File: src/rtl/fq_change_accumulator.sv
// -----------------------------------------------------------------------------
// fq_change_accumulator
//
// Purpose:
//   Producer side of the frequency-change read handshake. Counts up/down events
//   from the phase/frequency detector over a fixed window of WINDOW_CYCLES
//   clocks. At each window end the net count is folded into a pending signed
//   8-bit snapshot. The dispatcher consumes the snapshot with a rising edge on
//   fq_read_enable.
//
// Parameters:
//   WINDOW_CYCLES : window length in aclk cycles (>= 2)
//   ACC_WIDTH     : width of the signed in-window accumulator (>= 9)
//
// Ports:
//   aclk            in   system clock
//   reset           in   asynchronous, active-high reset
//   up_evt          in   detector "too slow" event (+1)
//   dn_evt          in   detector "too fast" event (-1)
//   fq_read_enable  in   read strobe; its rising edge consumes the snapshot
//   fq_change       out  pending snapshot, signed 8-bit, range [-127, +127]
//   fq_change_valid out  snapshot holds at least one unread window result
//   fq_overrun      out  sticky: a window merged into an unread snapshot
//
// Build option:
//   FQ_ACC_SYNC_EN : when defined, up_evt/dn_evt are asynchronous levels.
//                    Each passes a 2-FF synchronizer and a rising-edge
//                    detector, so each input rising edge counts once.
//
// Read handshake:
//   fq_change_valid acts as "valid". A rising edge of fq_read_enable acts as
//   a one-shot "ready". The reader samples fq_change in the same cycle it
//   raises fq_read_enable. The snapshot and both flags clear on the next
//   cycle, unless a window ends in that same cycle, in which case the new
//   window result is loaded fresh. Holding the strobe high consumes only once.
// -----------------------------------------------------------------------------
module fq_change_accumulator #(
    parameter int WINDOW_CYCLES = 100000,
    parameter int ACC_WIDTH     = 16
) (
    input  logic              aclk,
    input  logic              reset,
    input  logic              up_evt,
    input  logic              dn_evt,
    input  logic              fq_read_enable,
    output logic signed [7:0] fq_change,
    output logic              fq_change_valid,
    output logic              fq_overrun
);

    localparam int CNT_W   = (WINDOW_CYCLES > 2) ? $clog2(WINDOW_CYCLES) : 1;
    localparam int ACC_MAX = (2 ** (ACC_WIDTH - 1)) - 1;

    localparam logic [CNT_W-1:0]         L_WIN_LAST = CNT_W'(WINDOW_CYCLES - 1);
    localparam logic signed [ACC_WIDTH:0] L_ACC_MAX  = (ACC_WIDTH + 1)'(ACC_MAX);
    localparam logic signed [ACC_WIDTH:0] L_ACC_MIN  = -L_ACC_MAX;
    localparam logic signed [ACC_WIDTH:0] L_W_P127   = (ACC_WIDTH + 1)'(127);
    localparam logic signed [ACC_WIDTH:0] L_W_N127   = -L_W_P127;
    localparam logic signed [8:0]         L_S_P127   = 9'sd127;
    localparam logic signed [8:0]         L_S_N127   = -9'sd127;

    logic [CNT_W-1:0]            r_win_cnt;
    logic signed [ACC_WIDTH-1:0] r_acc;
    logic signed [7:0]           r_snap;
    logic                        r_valid;
    logic                        r_overrun;
    logic                        r_rd_prev;

    logic                        w_up;
    logic                        w_dn;
    logic signed [1:0]           w_d;
    logic signed [ACC_WIDTH:0]   w_sum;
    logic signed [ACC_WIDTH-1:0] w_acc_next;
    logic signed [7:0]           w_wsum;
    logic signed [8:0]           w_merge;
    logic signed [7:0]           w_merge_sat;
    logic                        w_win_end;
    logic                        w_consume;

    // -------------------------------------------------------------------------
    // Event qualification
    // -------------------------------------------------------------------------
`ifdef FQ_ACC_SYNC_EN
    logic r_up_meta, r_up_sync, r_up_prev;
    logic r_dn_meta, r_dn_sync, r_dn_prev;

    always_ff @(posedge aclk or posedge reset) begin
        if (reset) begin
            r_up_meta <= 1'b0;
            r_up_sync <= 1'b0;
            r_up_prev <= 1'b0;
            r_dn_meta <= 1'b0;
            r_dn_sync <= 1'b0;
            r_dn_prev <= 1'b0;
        end else begin
            r_up_meta <= up_evt;
            r_up_sync <= r_up_meta;
            r_up_prev <= r_up_sync;
            r_dn_meta <= dn_evt;
            r_dn_sync <= r_dn_meta;
            r_dn_prev <= r_dn_sync;
        end
    end

    // One count per synchronized rising edge, however long the level stays high.
    assign w_up = r_up_sync & ~r_up_prev;
    assign w_dn = r_dn_sync & ~r_dn_prev;
`else
    assign w_up = up_evt;
    assign w_dn = dn_evt;
`endif

    // -------------------------------------------------------------------------
    // Datapath: event term, accumulator saturation, window sum, merge
    // -------------------------------------------------------------------------
    always_comb begin
        w_d = 2'sb00;
        if (w_up && !w_dn) begin
            w_d = 2'sb01;
        end else if (w_dn && !w_up) begin
            w_d = 2'sb11;
        end
    end

    // One guard bit so the saturation decision sees the true sum.
    assign w_sum = {r_acc[ACC_WIDTH-1], r_acc} + {{(ACC_WIDTH - 1){w_d[1]}}, w_d};

    always_comb begin
        w_acc_next = w_sum[ACC_WIDTH-1:0];
        if (w_sum > L_ACC_MAX) begin
            w_acc_next = L_ACC_MAX[ACC_WIDTH-1:0];
        end else if (w_sum < L_ACC_MIN) begin
            w_acc_next = L_ACC_MIN[ACC_WIDTH-1:0];
        end
    end

    // The window result is clamped symmetrically, so -128 never appears.
    always_comb begin
        w_wsum = w_sum[7:0];
        if (w_sum > L_W_P127) begin
            w_wsum = 8'sd127;
        end else if (w_sum < L_W_N127) begin
            w_wsum = -8'sd127;
        end
    end

    assign w_merge = {r_snap[7], r_snap} + {w_wsum[7], w_wsum};

    always_comb begin
        w_merge_sat = w_merge[7:0];
        if (w_merge > L_S_P127) begin
            w_merge_sat = 8'sd127;
        end else if (w_merge < L_S_N127) begin
            w_merge_sat = -8'sd127;
        end
    end

    assign w_win_end = (r_win_cnt == L_WIN_LAST);
    assign w_consume = fq_read_enable & ~r_rd_prev;

    // -------------------------------------------------------------------------
    // Sequential state
    // -------------------------------------------------------------------------
    always_ff @(posedge aclk or posedge reset) begin
        if (reset) begin
            r_win_cnt <= '0;
            r_acc     <= '0;
            r_snap    <= '0;
            r_valid   <= 1'b0;
            r_overrun <= 1'b0;
            r_rd_prev <= 1'b0;
        end else begin
            r_rd_prev <= fq_read_enable;

            if (w_win_end) begin
                r_win_cnt <= '0;
                r_acc     <= '0;
                r_valid   <= 1'b1;
                // A consume in the window-end cycle frees the snapshot, so the
                // new result is loaded fresh instead of merged.
                if (!r_valid || w_consume) begin
                    r_snap    <= w_wsum;
                    r_overrun <= 1'b0;
                end else begin
                    r_snap    <= w_merge_sat;
                    r_overrun <= 1'b1;
                end
            end else begin
                r_win_cnt <= r_win_cnt + 1'b1;
                r_acc     <= w_acc_next;
                if (w_consume) begin
                    r_snap    <= '0;
                    r_valid   <= 1'b0;
                    r_overrun <= 1'b0;
                end
            end
        end
    end

    assign fq_change       = r_snap;
    assign fq_change_valid = r_valid;
    assign fq_overrun      = r_overrun;

endmodule

File: config.mk
export PLATFORM = sky130hd
export DESIGN_NAME = fq_change_accumulator
export DESIGN_NICKNAME = d
export VERILOG_FILES = /design/src/rtl/fq_change_accumulator.sv
export SDC_FILE = /design/constraint.sdc
export NUM_CORES = 1
export LEC_CHECK = 0
export CAP_MARGIN = 10
export CELL_PAD_IN_SITES_DETAIL_PLACEMENT = 0
export CELL_PAD_IN_SITES_GLOBAL_PLACEMENT = 2
export CORE_ASPECT_RATIO = 1.75
export CORE_MARGIN = 5
export CORE_UTILIZATION = 35
export CTS_BUF_LIST = sky130_fd_sc_hd__clkbuf_4
export DETAILED_ROUTE_END_ITERATION = 10
export GPL_TIMING_DRIVEN = 0
export PLACE_DENSITY = 0.76
export RECOVER_POWER = 50
export SETUP_SLACK_MARGIN = 0.2
export SLEW_MARGIN = 10
export SYNTH_ARGS = -nofsm -noshare
export SYNTH_HDL_FRONTEND = slang
export SYNTH_SLANG_ARGS = --single-unit
File: constraint.sdc
create_clock -name aclk -period 5.6 [get_ports aclk]
set_clock_uncertainty 0.15 [all_clocks]
set_input_delay 1.12 -clock aclk [delete_from_list [all_inputs] [get_ports aclk]]
set_output_delay 1.12 -clock aclk [all_outputs]
set_load 0.005 [all_outputs]
==> results.txt <==
The flow ran to the end, but the final reports show violations. The checks that failed: max-capacitance violations, max-slew violations, negative setup slack. The analysis attributes to cell leakage a power of 0.00183 uW. The fraction of layout cells with a size suffix above 1 is 0.247. Once detail routing completed, the nets flagged for antenna violations numbered 0.

The power density of the placed cells is 412 nW/um^2. The detailed placement HPWL is 8.14 mm. The number of maximum-capacitance constraint violations came out at 1. The I/O pin count is 15. The first-pass iteration count of the detailed router is 4.

In the global route stage, met1 resource usage came out at 0.175. The portion of the clock cycle consumed by the worst path in the final layout is 1.10. The worst register-to-register path begins at r_acc[0]$_DFF_PP0_. The via count came out at 3359.

The number of synthesized register bits came out at 44. The clock tree buffer depth is 2. The total wirelength of the detailed-routed design is 10.7 mm. The initial detailed-routing violation count is 102. The layout has 1057 filler cells. The via count of the first global-routing pass came out at 3501. Including well taps, the total number of placed cells is 563. The number of non-filler instances in the completed layout came out at 602. Relative to the synthesized area, the layout overhead comes to 27.8%.

The worst hold slack after final layout came out at 343 ps. The floorplan step defined a die boundary enclosing 12400 sq um. The global-route layer with the greatest usage is met2.

The total negative slack for setup checks is -2770 ps. Buffers placed on the I/O ports in this run total 14. The final number of max-transition violations is 32. The most frequent cell on the critical path is buf_8. The most common flop cell mapped by yosys is dfrtp_1. The worst setup path is launched from an input pin.

The worst vdd rail ir drop came out at 0.000195 V. The root cell of the clock tree is clkbuf_4. For this run, the total global-route usage over all layers was measured as 0.182. The number of core rows is 49. The maximum number of pins on one net before global-route repair is 32. The sum of internal, switching and leakage power came out at 1880 uW. The critical path contains buffers and inverters numbering 8 combined. Setup repair after global routing could not meet its margin everywhere. The post-synth net total came out at 441. The least setup slack across all paths after layout came out at -543 ps. The worst path required time is 5710 ps.

In the global route stage, met2 resource usage came out at 0.356. In this run, synthesis inferred 0 flip-flops with an integrated enable. The mean post-synth cell area came out at 8.50 sq um. The clock sink count is 44. The worst reg-to-reg setup slack came out at 240 ps.

The total core area is 10200 sq um. The final instance area came out at 4570 sq um. The proportion of synthesized chip area in sequential cells is 0.308.

The number of instances in the synthesized netlist is 421. Registers take 1100 sq um. The tightest slew margin relative to the limit is -0.162. The number of antenna violations at the first check in global routing came to 1.

The netlist uses 76 different library cells. The final critical-path required period is 6140 ps. The launch point of the worst hold path is r_win_cnt[4]$_DFF_PP0_. After synthesis, the share of flip-flops with an asynchronous set or reset is 1.00. The number of levels in the clock H-tree is 2.

The average routed wire per standard cell is 17.8 um. The slowest stage of the critical path is the nor4_2 cell. The residual overflow from global routing is 0. In the final layout, the multi-input gates occupy 2590 sq um. The instance area at placement came out at 4050 sq um.

For met3 alone, demand over resource in global routing was 0.0184. The min-delay analysis places its worst path in the category reg -> reg. The net count of the finished layout is 494. The clock latency on the worst-skew pair is 360 ps. The largest stage delay on the critical path came out at 410 ps. The area of the mapped netlist came out at 3580 sq um. The final count of hold timing violations came out at 0. The routability congestion estimate is 0.872. For this run, the top clock speed supported by timing is 0.163 GHz. The total setup violations reported at the end of the flow is 7. The yosys synthesis warning count came out at 0. The remaining design rule violation count came out at 0. The die is 86.4 um wide. The critical path starts at up_evt. Data arrives at the worst endpoint at 6260 ps.

After detailed routing, the number of vias per cell comes to 5.58. TritonCTS built the clock tree. The critical path is of the in -> reg type.

The starting utilization of the core area is 0.351. The worst setup path is captured at a flip-flop. The clock buffer count from CTS is 5. The clock-pin transition on the worst setup and hold timing paths came out at 130 ps. The global-route wire length before repair came out at 17.5 mm. The category of cells accounting for the largest share of critical-path delay is simple AND/OR/NAND/NOR gates. At the pin with the least slew margin, the transition time is 1740 ps. The die is 144 um tall. The peak fanout along the critical path came out at 5.
-- placed cells by master (no fill, tap or decap), drive strengths merged, types with 3 or more instances in the layout --
cell and n:
buf 50, or3 5, a211oi 8, xor2 18, nor3 5, nor4 9, inv 15, nor2 54
clkbuf 16, and3 3, o31a 3, a21o 7, nand4b 3, ha 14, a21oi 20, nand4 9
o21ai 27, dfrtp 44, and4 3, and4b 3, or2 4, a22oi 3, nand2b 5, o22ai 3
o211ai 5, and2 6, nor2b 4, clkdlybuf4s50 10, xnor2 25, nand2 31, nand3 9
-- cell families after synthesis --
logic type | synth area share
adders and majority gates | 0.0546
and+or+nand+nor | 0.249
buffers and inverters | 0.0567
AOI/OAI and AO/OA | 0.225
xor gates and xnor gates | 0.107
DFF | 0.308
-- synthesized netlist by cell type, types with 3 or more instances --
cell / instances / share of area
and2_1: 6 / 0.010
o21ai_1: 7 / 0.0098
nand4_1: 8 / 0.014
nor4_1: 9 / 0.016
a211oi_1: 5 / 0.010
buf_2: 9 / 0.013
and4b_1: 3 / 0.0084
a21oi_1: 18 / 0.025
xnor2_1: 24 / 0.059
a211oi_2: 3 / 0.010
buf_4: 7 / 0.015
nor2_1: 54 / 0.057
o21ai_0: 19 / 0.027
nand2b_1: 5 / 0.0087
a22oi_1: 3 / 0.0063
inv_1: 14 / 0.015
nor3_1: 4 / 0.0056
dfrtp_1: 44 / 0.31
nand3_1: 9 / 0.013
o211ai_1: 5 / 0.010
nand2_1: 31 / 0.033
nand4b_1: 3 / 0.0073
and3_1: 3 / 0.0052
o22ai_1: 3 / 0.0052
a21o_1: 7 / 0.015
nor2b_1: 4 / 0.0070
clkbuf_1: 10 / 0.010
and4_1: 3 / 0.0073
ha_1: 14 / 0.049
o31a_1: 3 / 0.0073
xor2_1: 18 / 0.044
or3_1: 5 / 0.0087
-- metal layers --
layer | wire length (um) | up-vias
met4 | 709 | 0
met1 | 3840 | 1619
met2 | 6010 | 57
met5 | 0 | -
li1 | - | 1644
met3 | 178 | 39
-- timing repair --
action / 4_1_cts / 5_1_grt
hold buffers: 0 / 0
setup buffers: 29 / 2
gates resized for setup: 55 / 10
pin swaps: 36 / 16
setup endpoints to repair: 8 / 8
-- flip-flops by register name, indices dropped and copies added, names as in the netlist --
name / count
r_win_cnt: 17
r_acc: 16
fq_change: 8
fq_change_valid: 1
fq_overrun: 1
r_rd_prev: 1
-- power breakdown --
part	switching [uW]	total, uW	internal, uW
sequential	37.0	415	378
clock	102	148	45.9
combinational	752	1320	568
-- worst reg2reg max path, cell delays in order (launching register included) --
cell and delay [ps]:
dfrtp_1 390, ha_1 280, nand4bb_1 150, nand4_1 230
a221o_1 440, xnor2_2 370, o311ai_1 190, nor4_2 410
a41o_1 260, buf_6 120, nand2_1 40, or2_1 220
ha_2 190, inv_2 50, fa_2 190, nand3b_1 190
nand2_2 110, xor2_2 180, nor4b_4 300, a32oi_2 190
o21ai_2 180, nor2_1 80, a22oi_1 120, a21bo_2 230
-- path summary, 6_finish.rpt --
path,endpoint,depth (start not counted)
min in group asynchronous,r_win_cnt[4]$_DFF_PP0_,2
max reg2reg,fq_change[2]$_DFFE_PP0P_,23
max,fq_change[2]$_DFFE_PP0P_,31
max in group asynchronous,fq_change[4]$_DFFE_PP0P_,3
min,r_win_cnt[4]$_DFF_PP0_,1
min reg2reg,r_win_cnt[4]$_DFF_PP0_,1
-- layout make-up --
type / count / area share
clock buffer: 5 / 0.00821
tap: 127 / 0.0348
clock inverter: 2 / 0.00274
timing repair buffer: 46 / 0.0906
multi-input combinational: 335 / 0.567
sequential: 44 / 0.241
buffer: 27 / 0.0405
antenna: 1 / 0.000547
inverter: 15 / 0.0151
-- stage by stage --
stage,util,setup WS [ps]
after detailed placement,0.397,-2130
after global placement,0.396,-2090
final,0.449,-543
after floorplan,-,-458
after global routing,0.449,-728
after CTS,0.445,-524
No activity file was read; power rests on OpenSTA's default activity.
